File: src/rtl/serial_link_pkg.sv
// Shared types for the host side of the bit-serial sample link.
package serial_link_pkg;

   localparam int DEFAULT_DATA_WIDTH = 24;

   typedef enum logic [1:0] {
      TX_IDLE,
      TX_SHIFT,
      TX_GAP
   } tx_state_t;

   typedef enum logic [1:0] {
      RX_ARM,
      RX_WAIT,
      RX_SHIFT,
      RX_HOLD
   } rx_state_t;

endpackage

File: src/rtl/serial_link_shifter.sv
// LSB-first shift register with a bit counter; used once for TX and once for RX.
module serial_link_shifter #(
   parameter int DATA_WIDTH = 24
) (
   input  logic                  clk,
   input  logic                  rst,
   input  logic                  load,
   input  logic [DATA_WIDTH-1:0] load_data,
   input  logic                  shift_en,
   input  logic                  sin,
   output logic                  sout,
   output logic [DATA_WIDTH-1:0] word,
   output logic                  done
);

   localparam int CW = (DATA_WIDTH > 1) ? $clog2(DATA_WIDTH) : 1;
   localparam logic [CW-1:0] LAST = CW'(DATA_WIDTH - 1);

   logic [DATA_WIDTH-1:0] data;
   logic [CW-1:0]         cnt;

   // NOTE: nonblocking assignments so data and cnt both update from pre-edge values.
   always_ff @(posedge clk) begin
      if (rst) begin
         data <= '0;
         cnt  <= '0;
      end else if (load) begin
         data <= load_data;
         cnt  <= '0;
      end else if (shift_en) begin
         data <= word;
         cnt  <= cnt + 1'b1;
      end
   end

   assign sout = data[0];
   // Parallel view of the register once the bit now on sin has been taken.
   assign word = {sin, data[DATA_WIDTH-1:1]};
   // High while the bit currently in flight is the final one of the word.
   assign done = (cnt == LAST);

endmodule

File: src/rtl/serial_host_link.sv
// Host endpoint of the FIR bit-serial link: parallel-to-serial TX and
// serial-to-parallel RX, running independently under a shared enable.
module serial_host_link
   import serial_link_pkg::*;
#(
   parameter int DATA_WIDTH = DEFAULT_DATA_WIDTH,
   parameter int GAP_CYCLES = 1
) (
   input  logic                  i_clk,
   input  logic                  i_rst,
   input  logic                  i_en,
   input  logic [DATA_WIDTH-1:0] i_tx_word,
   input  logic                  i_tx_valid,
   output logic                  o_tx_ready,
   output logic                  o_sdout,
   output logic                  o_sdout_valid,
   input  logic                  i_sready,
   input  logic                  i_sdin,
   input  logic                  i_sdin_valid,
   output logic                  o_sready,
   output logic [DATA_WIDTH-1:0] o_rx_word,
   output logic                  o_rx_valid,
   input  logic                  i_rx_ready
);

   localparam int GW = (GAP_CYCLES > 1) ? $clog2(GAP_CYCLES) : 1;
   localparam logic [GW-1:0] GAP_LAST = GW'(GAP_CYCLES - 1);

   tx_state_t             tx_state, tx_next;
   logic                  tx_load, tx_shift, tx_done, tx_sout;
   logic [DATA_WIDTH-1:0] tx_word_unused;
   logic [GW-1:0]         gap_cnt;

   rx_state_t             rx_state, rx_next;
   logic                  rx_load, rx_shift, rx_done, rx_sout_unused;
   logic [DATA_WIDTH-1:0] rx_word;

   serial_link_shifter #(.DATA_WIDTH(DATA_WIDTH)) u_tx_shifter (
      .clk       (i_clk),
      .rst       (i_rst),
      .load      (tx_load),
      .load_data (i_tx_word),
      .shift_en  (tx_shift),
      .sin       (1'b0),
      .sout      (tx_sout),
      .word      (tx_word_unused),
      .done      (tx_done)
   );

   serial_link_shifter #(.DATA_WIDTH(DATA_WIDTH)) u_rx_shifter (
      .clk       (i_clk),
      .rst       (i_rst),
      .load      (rx_load),
      .load_data ('0),
      .shift_en  (rx_shift),
      .sin       (i_sdin),
      .sout      (rx_sout_unused),
      .word      (rx_word),
      .done      (rx_done)
   );

   always_ff @(posedge i_clk) begin
      if (i_rst) begin
         tx_state <= TX_IDLE;
         gap_cnt  <= '0;
      end else begin
         tx_state <= tx_next;
         if (i_en) begin
            if (tx_state == TX_GAP && gap_cnt != GAP_LAST) gap_cnt <= gap_cnt + 1'b1;
            else                                           gap_cnt <= '0;
         end
      end
   end

   // NOTE: defaults first; any path that skipped an assignment would infer a latch.
   always_comb begin
      tx_next  = tx_state;
      tx_load  = 1'b0;
      tx_shift = 1'b0;
      if (i_en) begin
         case (tx_state)
            TX_IDLE: begin
               if (i_tx_valid) begin
                  tx_load = 1'b1;
                  tx_next = TX_SHIFT;
               end
            end
            TX_SHIFT: begin
               if (i_sready) begin
                  tx_shift = 1'b1;
                  if (tx_done) tx_next = TX_GAP;
               end
            end
            TX_GAP: begin
               if (gap_cnt == GAP_LAST) tx_next = TX_IDLE;
            end
            default: tx_next = TX_IDLE;
         endcase
      end
   end

   assign o_tx_ready    = (tx_state == TX_IDLE) && !i_rst;
   assign o_sdout_valid = (tx_state == TX_SHIFT);
   assign o_sdout       = o_sdout_valid && tx_sout;

   always_ff @(posedge i_clk) begin
      if (i_rst) begin
         rx_state   <= RX_ARM;
         o_rx_word  <= '0;
         o_rx_valid <= 1'b0;
      end else begin
         rx_state   <= rx_next;
         o_rx_valid <= (rx_next == RX_HOLD);
         if (rx_shift && rx_done) o_rx_word <= rx_word;
      end
   end

   always_comb begin
      rx_next  = rx_state;
      rx_load  = 1'b0;
      rx_shift = 1'b0;
      if (i_en) begin
         case (rx_state)
            // A level left high from the previous word must fall before re-arming.
            RX_ARM: begin
               if (!i_sdin_valid) rx_next = RX_WAIT;
            end
            RX_WAIT: begin
               if (i_sdin_valid) begin
                  rx_load = 1'b1;
                  rx_next = RX_SHIFT;
               end
            end
            RX_SHIFT: begin
               rx_shift = 1'b1;
               if (rx_done) rx_next = RX_HOLD;
            end
            RX_HOLD: begin
               if (i_rx_ready) rx_next = RX_ARM;
            end
            default: rx_next = RX_ARM;
         endcase
      end
   end

   assign o_sready = (rx_state == RX_SHIFT);

endmodule

File: config.mk
export PLATFORM = sky130hd
export DESIGN_NAME = serial_host_link
export DESIGN_NICKNAME = d
export VERILOG_FILES = /design/src/rtl/serial_link_pkg.sv /design/src/rtl/serial_link_shifter.sv /design/src/rtl/serial_host_link.sv
export SDC_FILE = /design/constraint.sdc
export NUM_CORES = 1
export LEC_CHECK = 0
export CAP_MARGIN = 0
export CORE_MARGIN = 5
export CORE_UTILIZATION = 35
export CTS_CLUSTER_DIAMETER = 100
export DETAILED_ROUTE_END_ITERATION = 16
export MAX_ROUTING_LAYER = met4
export PLACE_DENSITY = 0.54
export SLEW_MARGIN = 5
export SYNTH_ARGS = -nofsm -noshare
export SYNTH_HDL_FRONTEND = slang
export SYNTH_SLANG_ARGS = --single-unit
File: constraint.sdc
create_clock -name i_clk -period 1.6 [get_ports i_clk]
set_input_delay 0.32 -clock i_clk [delete_from_list [all_inputs] [get_ports i_clk]]
set_output_delay 0.32 -clock i_clk [all_outputs]
set_load 0.005 [all_outputs]
==> flow_summary.json, run 1 <==
{
  "outcome": "complete, no violations",
  "ir_drop_uv": 361,
  "portBuffers": 60,
  "ys_types": 32,
  "hold_ws_ns": 0.372,
  "stdcell_area_um2": 4510,
  "ys_warn_count": 0,
  "grt_util_all_layers_pct": 14.3,
  "cts_tree": "built",
  "required_ns": 1.28,
  "die_area_um2": 11900,
  "leakagePower_nw": 1.48,
  "p_per_area_nw_per_um2": 876,
  "synth_area_um2": 3440,
  "power_frac_clock_pct": 35.3,
  "netlist.area_leader.share_pct": 50.6,
  "hold_viol_final": 0,
  "antenna_cells": 0,
  "grt_pass1_vias": 2990,
  "num-nets-final": 506,
  "period_minus_slack_ns": 1.54,
  "critPathLaunchType": "register",
  "fin_crit_sh_pct": 96.5,
  "post_drt_wl_per_cell_um": 12.7,
  "power_frac_comb_pct": 8.3,
  "die_w_um": 109,
  "slew_viol_final": 0,
  "synth-seq-cells": 87,
  "gp_congestion": 0.766,
  "place_area_um2": 4300,
  "switching_share_pct": 24.5,
  "clock_latency_ns": 0.34,
  "path_clk_slew_ns": 0.09,
  "core_um2": 9680,
  "cts-root-buf": "clkbuf_8",
  "syn_to_final_growth_pct": 31.0,
  "post_synth.cell_area_avg_um2": 8.35,
  "ant_nets": 0,
  "antenna_found_initial": 0,
  "drtPass1Iterations": 4,
  "synthCells": 412,
  "syn-num-nets": 446,
  "start_util_pct": 35.5,
  "rsz0062_at_grt": "false",
  "clock_sinks": 87,
  "fin_setup_tns_ns": 0,
  "drt_iter0_markers": 150,
  "worstSetupPathType": "reg -> out",
  "cp_data_arrival_time_ns": 1.22,
  "tightest_slew_ns": 0.374,
  "die_h_um": 109,
  "p_total_mw": 3.95,
  "max_slew_margin_pct": 75.1,
  "internal_power_mw": 2.98,
  "ys_top_cells_by_area": "dfxtp_1 (51%), a21oi_1 (11%), nand3_1 (7.3%)",
  "end_kind": "output port",
  "dr_total_vias": 3030,
  "wl_um": 7770,
  "clockBufferDepth": 2,
  "grt_pass1_wl_um": 13600,
  "num_rows": 36,
  "grt_start_max_net_pins": 50,
  "layout_commonest_cell": "dfxtp_1",
  "fin_cells": 610,
  "clock_skew_ns": 0.00785,
  "drive_above_1_share_pct": 10.5,
  "cp_max_fo": 8,
  "switching_power_uw": 968,
  "maxCapViolations": 0,
  "multi_input_area_um2": 1510,
  "drc": 0,
  "dp_hpwl_um": 5240,
  "viasPerCell": 4.97,
  "fmax_ghz": 0.647,
  "seq_area_um2": 1750,
  "cts_buffers": 9,
  "finalSetupViolCount": 0,
  "hp-class": "in -> reg",
  "synth_top_cell_by_area": "dfxtp_1",
  "grt_overflow_total": 0,
  "yosysSeqAreaShare_pct": 50.6,
  "final_cell_mix": "dfxtp_1 (83), a21oi_1 (79), nand2_1 (59)",
  "fillCellCount": 989,
  "hold_buffers": 0,
  "placed_cells": 592,
  "r2r_slack_ns": 0.20,
  "ctsHtreeMaxLevel": 3,
  "pin_count": 61,
  "pwr-share-seq_pct": 56.4
}
[through the flow]
stage / worst slack, ns / utilization [%]
finish: 0.0553 / 46.6
global route: 0.000106 / 46.6
CTS: 0.00572 / 46.5
detailed placement: -0.243 / 44.4
global placement: -0.248 / 44.4
floorplan: 0.308 / -
[final cells by class]
class                      count  area share, %
sequential                    87           38.8
multi-input combinational    284           33.4
timing repair buffer          86           19.7
tap                          133           3.69
clock buffer                  10           3.05
clock inverter                 6           1.03
inverter                       4          0.333
[state kept, by name (all words and copies together) (netlist names)]
name,flops
gap_cnt,1
o_rx_valid,1
o_rx_word,24
rx_state,2
tx_state,2
u_rx_shifter.cnt,5
u_rx_shifter.data,23
u_tx_shifter.cnt,5
u_tx_shifter.data,24
[per-layer routing]
layer,GRT usage [%],part of all wire [%]
met1,17.8,49
met4,5.08,1.2
met5,-,0
met2,23.2,46
met3,2.61,3.3
[cells by family after synthesis]
family                   after synthesis  share of synthesized area, %
AND/OR/NAND/NOR                      144                          20.5
AO/OA/AOI/OAI                        136                          21.8
flip-flops                            87                          50.6
buffers and inverters                 41                          5.89
XOR/XNOR                               2                         0.509
adder cells (fa/ha/maj)                2                         0.727
[path summary, 6_finish.rpt]
| kind | startpoint | endpoint | cells past startpoint |
|---|---|---|---|
| worst max register to register | tx_state[1]$_SDFFE_PP0P_ | u_tx_shifter.cnt[2]$_SDFFE_PP0P_ | 5 |
| worst min register to register | u_rx_shifter.data[1]$_SDFFE_PP0P_ | u_rx_shifter.data[1]$_SDFFE_PP0P_ | 2 |
| worst max-delay path | tx_state[0]$_SDFFE_PP0P_ | o_tx_ready | 3 |
| worst min-delay path | i_en | gap_cnt$_SDFFE_PP0P_ | 2 |
[timing repair]
| action | CTS | global route |
|---|---|---|
| pin swaps | 0 | 1 |
| setup buffers | 2 | 0 |
| gates resized for setup | 10 | 2 |
| endpoints found under the setup margin | 4 | 3 |
| cloned | 0 | 0 |
[Yosys cell counts]
master	instances
and3b_1	1
and4b_1	2
o31ai_1	1
and4bb_2	1
clkbuf_1	12
nand2_1	59
or3_1	6
dfxtp_1	87
ha_1	2
nor3_1	3
a21oi_1	79
nand2b_1	2
a22oi_1	20
and2_1	1
a311oi_1	3
nand3_1	50
buf_4	2
nand4bb_1	1
a21boi_0	1
buf_6	2
o21ai_0	31
or4_1	1
nand4b_1	3
xnor2_1	2
buf_2	21
nor3b_1	1
nor2_1	7
inv_1	4
o221ai_1	1
nor2b_1	2
nand3b_1	3
nor4_1	1
[worst max-delay path, cell delays in order (launching register included)]
cell	delay, ns
dfxtp_2	0.33
buf_4	0.15
nor3_2	0.15
dlygate4sd2_1	0.26
[power groups by stage]
stage / clock (mW) / sequential, mW / combinational, mW
2_1_floorplan: 0 / 2.28 / 0.164
4_1_cts: 1.45 / 2.23 / 0.332
6_report: 1.39 / 2.23 / 0.329
3_3_place_gp: 0 / 2.28 / 0.331
3_5_place_dp: 0 / 2.28 / 0.333
5_1_grt: 1.54 / 2.23 / 0.362
No activity file was read; power rests on OpenSTA's default activity.
==> run 2, diff against run 1 <==
--- a/config.mk
+++ b/config.mk
@@ -6,7 +6,7 @@
 export NUM_CORES = 1
 export LEC_CHECK = 0
 export CAP_MARGIN = 0
-export CORE_MARGIN = 5
+export CORE_MARGIN = 4
 export CORE_UTILIZATION = 35
 export CTS_CLUSTER_DIAMETER = 100
 export DETAILED_ROUTE_END_ITERATION = 16
==> flow_summary.json, run 2 (synthesized netlist as in run 1, its figures left out) <==
{
  "outcome": "complete, no violations",
  "cp_data_arrival_time_ns": 1.20,
  "pin_count": 61,
  "path_clk_slew_ns": 0.08,
  "start_util_pct": 36.6,
  "dr_total_vias": 3106,
  "num-nets-final": 513,
  "cp-startpoint": "tx_state[0]$_SDFFE_PP0P_",
  "die_h_um": 107,
  "rsz0062_at_grt": "false",
  "grt_use_met1_pct": 18.4,
  "cts_buffers": 9,
  "num_rows": 35,
  "grt_pass1_wl_um": 13400,
  "timing.final.ws_setup_ns": 0.0829,
  "fillCellCount": 938,
  "portBuffers": 60,
  "ctsHtreeMaxLevel": 3,
  "leakagePower_nw": 1.56,
  "drt_iter0_markers": 136,
  "layout_commonest_cell": "dfxtp_1",
  "die_area_um2": 11500,
  "final_core_util_pct": 49.1,
  "hold_viol_final": 0,
  "reg_top3": "o_rx_word: 24 flops, u_tx_shifter.data: 24 flops, u_rx_shifter.data: 23 flops",
  "grt_use_met2_pct": 22.7,
  "fin_crit_sh_pct": 94.8,
  "fin_cells": 612,
  "hp-class": "reg -> reg",
  "viasPerCell": 5.08,
  "cts_tree": "built",
  "grt_pass1_vias": 2899,
  "core_um2": 9420,
  "clock_latency_ns": 0.35,
  "clock_skew_ns": 0.0111,
  "drc": 0,
  "end_kind": "output port",
  "antenna_found_initial": 0,
  "wl_um": 7880,
  "cts-root-buf": "clkbuf_8",
  "grt_busiest_layer": "met2",
  "slew_viol_final": 0,
  "max_slew_margin_pct": 78.6,
  "maxCapViolations": 0,
  "placed_cells": 594,
  "min_from": "u_rx_shifter.data[1]$_SDFFE_PP0P_",
  "p_per_area_nw_per_um2": 953,
  "finalSetupViolCount": 0,
  "antenna_cells": 0,
  "final_cell_mix": "dfxtp_1 (84), a21oi_1 (79), nand2_1 (59)",
  "fin_setup_tns_ns": 0,
  "ant_nets": 0,
  "period_minus_slack_ns": 1.52,
  "cp_max_fo": 2,
  "gp_congestion": 0.729,
  "grt_use_met3_pct": 3.31,
  "syn_to_final_growth_pct": 34.4,
  "grt_util_all_layers_pct": 14.5,
  "dp_hpwl_um": 5290,
  "grt_start_max_net_pins": 50,
  "drtPass1Iterations": 4,
  "post_drt_wl_per_cell_um": 12.9,
  "critPathLaunchType": "register",
  "die_w_um": 107,
  "worstReg2RegStart": "u_rx_shifter.cnt[0]$_SDFFE_PP0P_",
  "pre_cts_ws_ns": -0.242,
  "fmax_ghz": 0.659,
  "worstSetupPathType": "reg -> out",
  "required_ns": 1.28,
  "ir_drop_uv": 429,
  "grt_overflow_total": 0,
  "tightest_slew_ns": 0.322,
  "clockBufferDepth": 2,
  "clock_sinks": 87,
  "drive_above_1_share_pct": 11.8
}
==> run 2: final timing paths <==
path | to | slack (ns) | cells after the start
min | u_rx_shifter.data[1]$_SDFFE_PP0P_ | 0.46 | 2
max reg2reg | o_rx_word[11]$_SDFFE_PP0P_ | 0.16 | 5
min reg2reg | u_rx_shifter.data[1]$_SDFFE_PP0P_ | 0.46 | 2
max | o_sdout | 0.08 | 3
==> run 2: layout make-up <==
| class | count | area [um^2] | area share [%] |
|---|---|---|---|
| Sequential cell | 87 | 1750 | 37.8 |
| Multi-Input combinational cell | 284 | 1510 | 32.6 |
| Timing Repair Buffer | 93 | 950 | 20.5 |
| Tap cell | 129 | 161 | 3.49 |
| Clock buffer | 10 | 138 | 2.98 |
| Clock inverter | 5 | 106 | 2.30 |
| Inverter | 4 | 15.0 | 0.325 |
==> run 2: stage by stage <==
stage               power (mW)  cell area, um^2  hold WS, ns
finish                    4.40             4620        0.463
global route              4.59             4620        0.476
CTS                       4.47             4620        0.457
detailed placement        2.62             4350        0.447
global placement          2.62             4350        0.443
floorplan                 2.44             3440        0.437
==> run 2: where the power goes <==
group	internal, mW	leakage [nW]	switching, mW	total, mW
clock network	1.07	0.119	0.763	1.84
registers	2.20	0.705	0.0226	2.23
logic	0.181	0.739	0.162	0.342
total	3.46	1.56	0.947	4.40
==> run 2: timing repair <==
item,in CTS,in global routing
hold buffers,0,0
gates resized for setup,11,4
setup endpoints to repair,4,7
cloned,0,0
buffers inserted,2,1
==> run 2: per-layer routing <==
layer  routed length [um]  up-vias
li1                     -     1590
met1                 3730     1436
met2                 3660       71
met3                  366        9
met4                  113        0
met5                    0        -
==> run 2: worst max-delay path: stages (launching register included) <==
cell	delay [ns]
dfxtp_1	0.31
nor2b_2	0.14
and2_1	0.15
dlygate4sd2_1	0.25
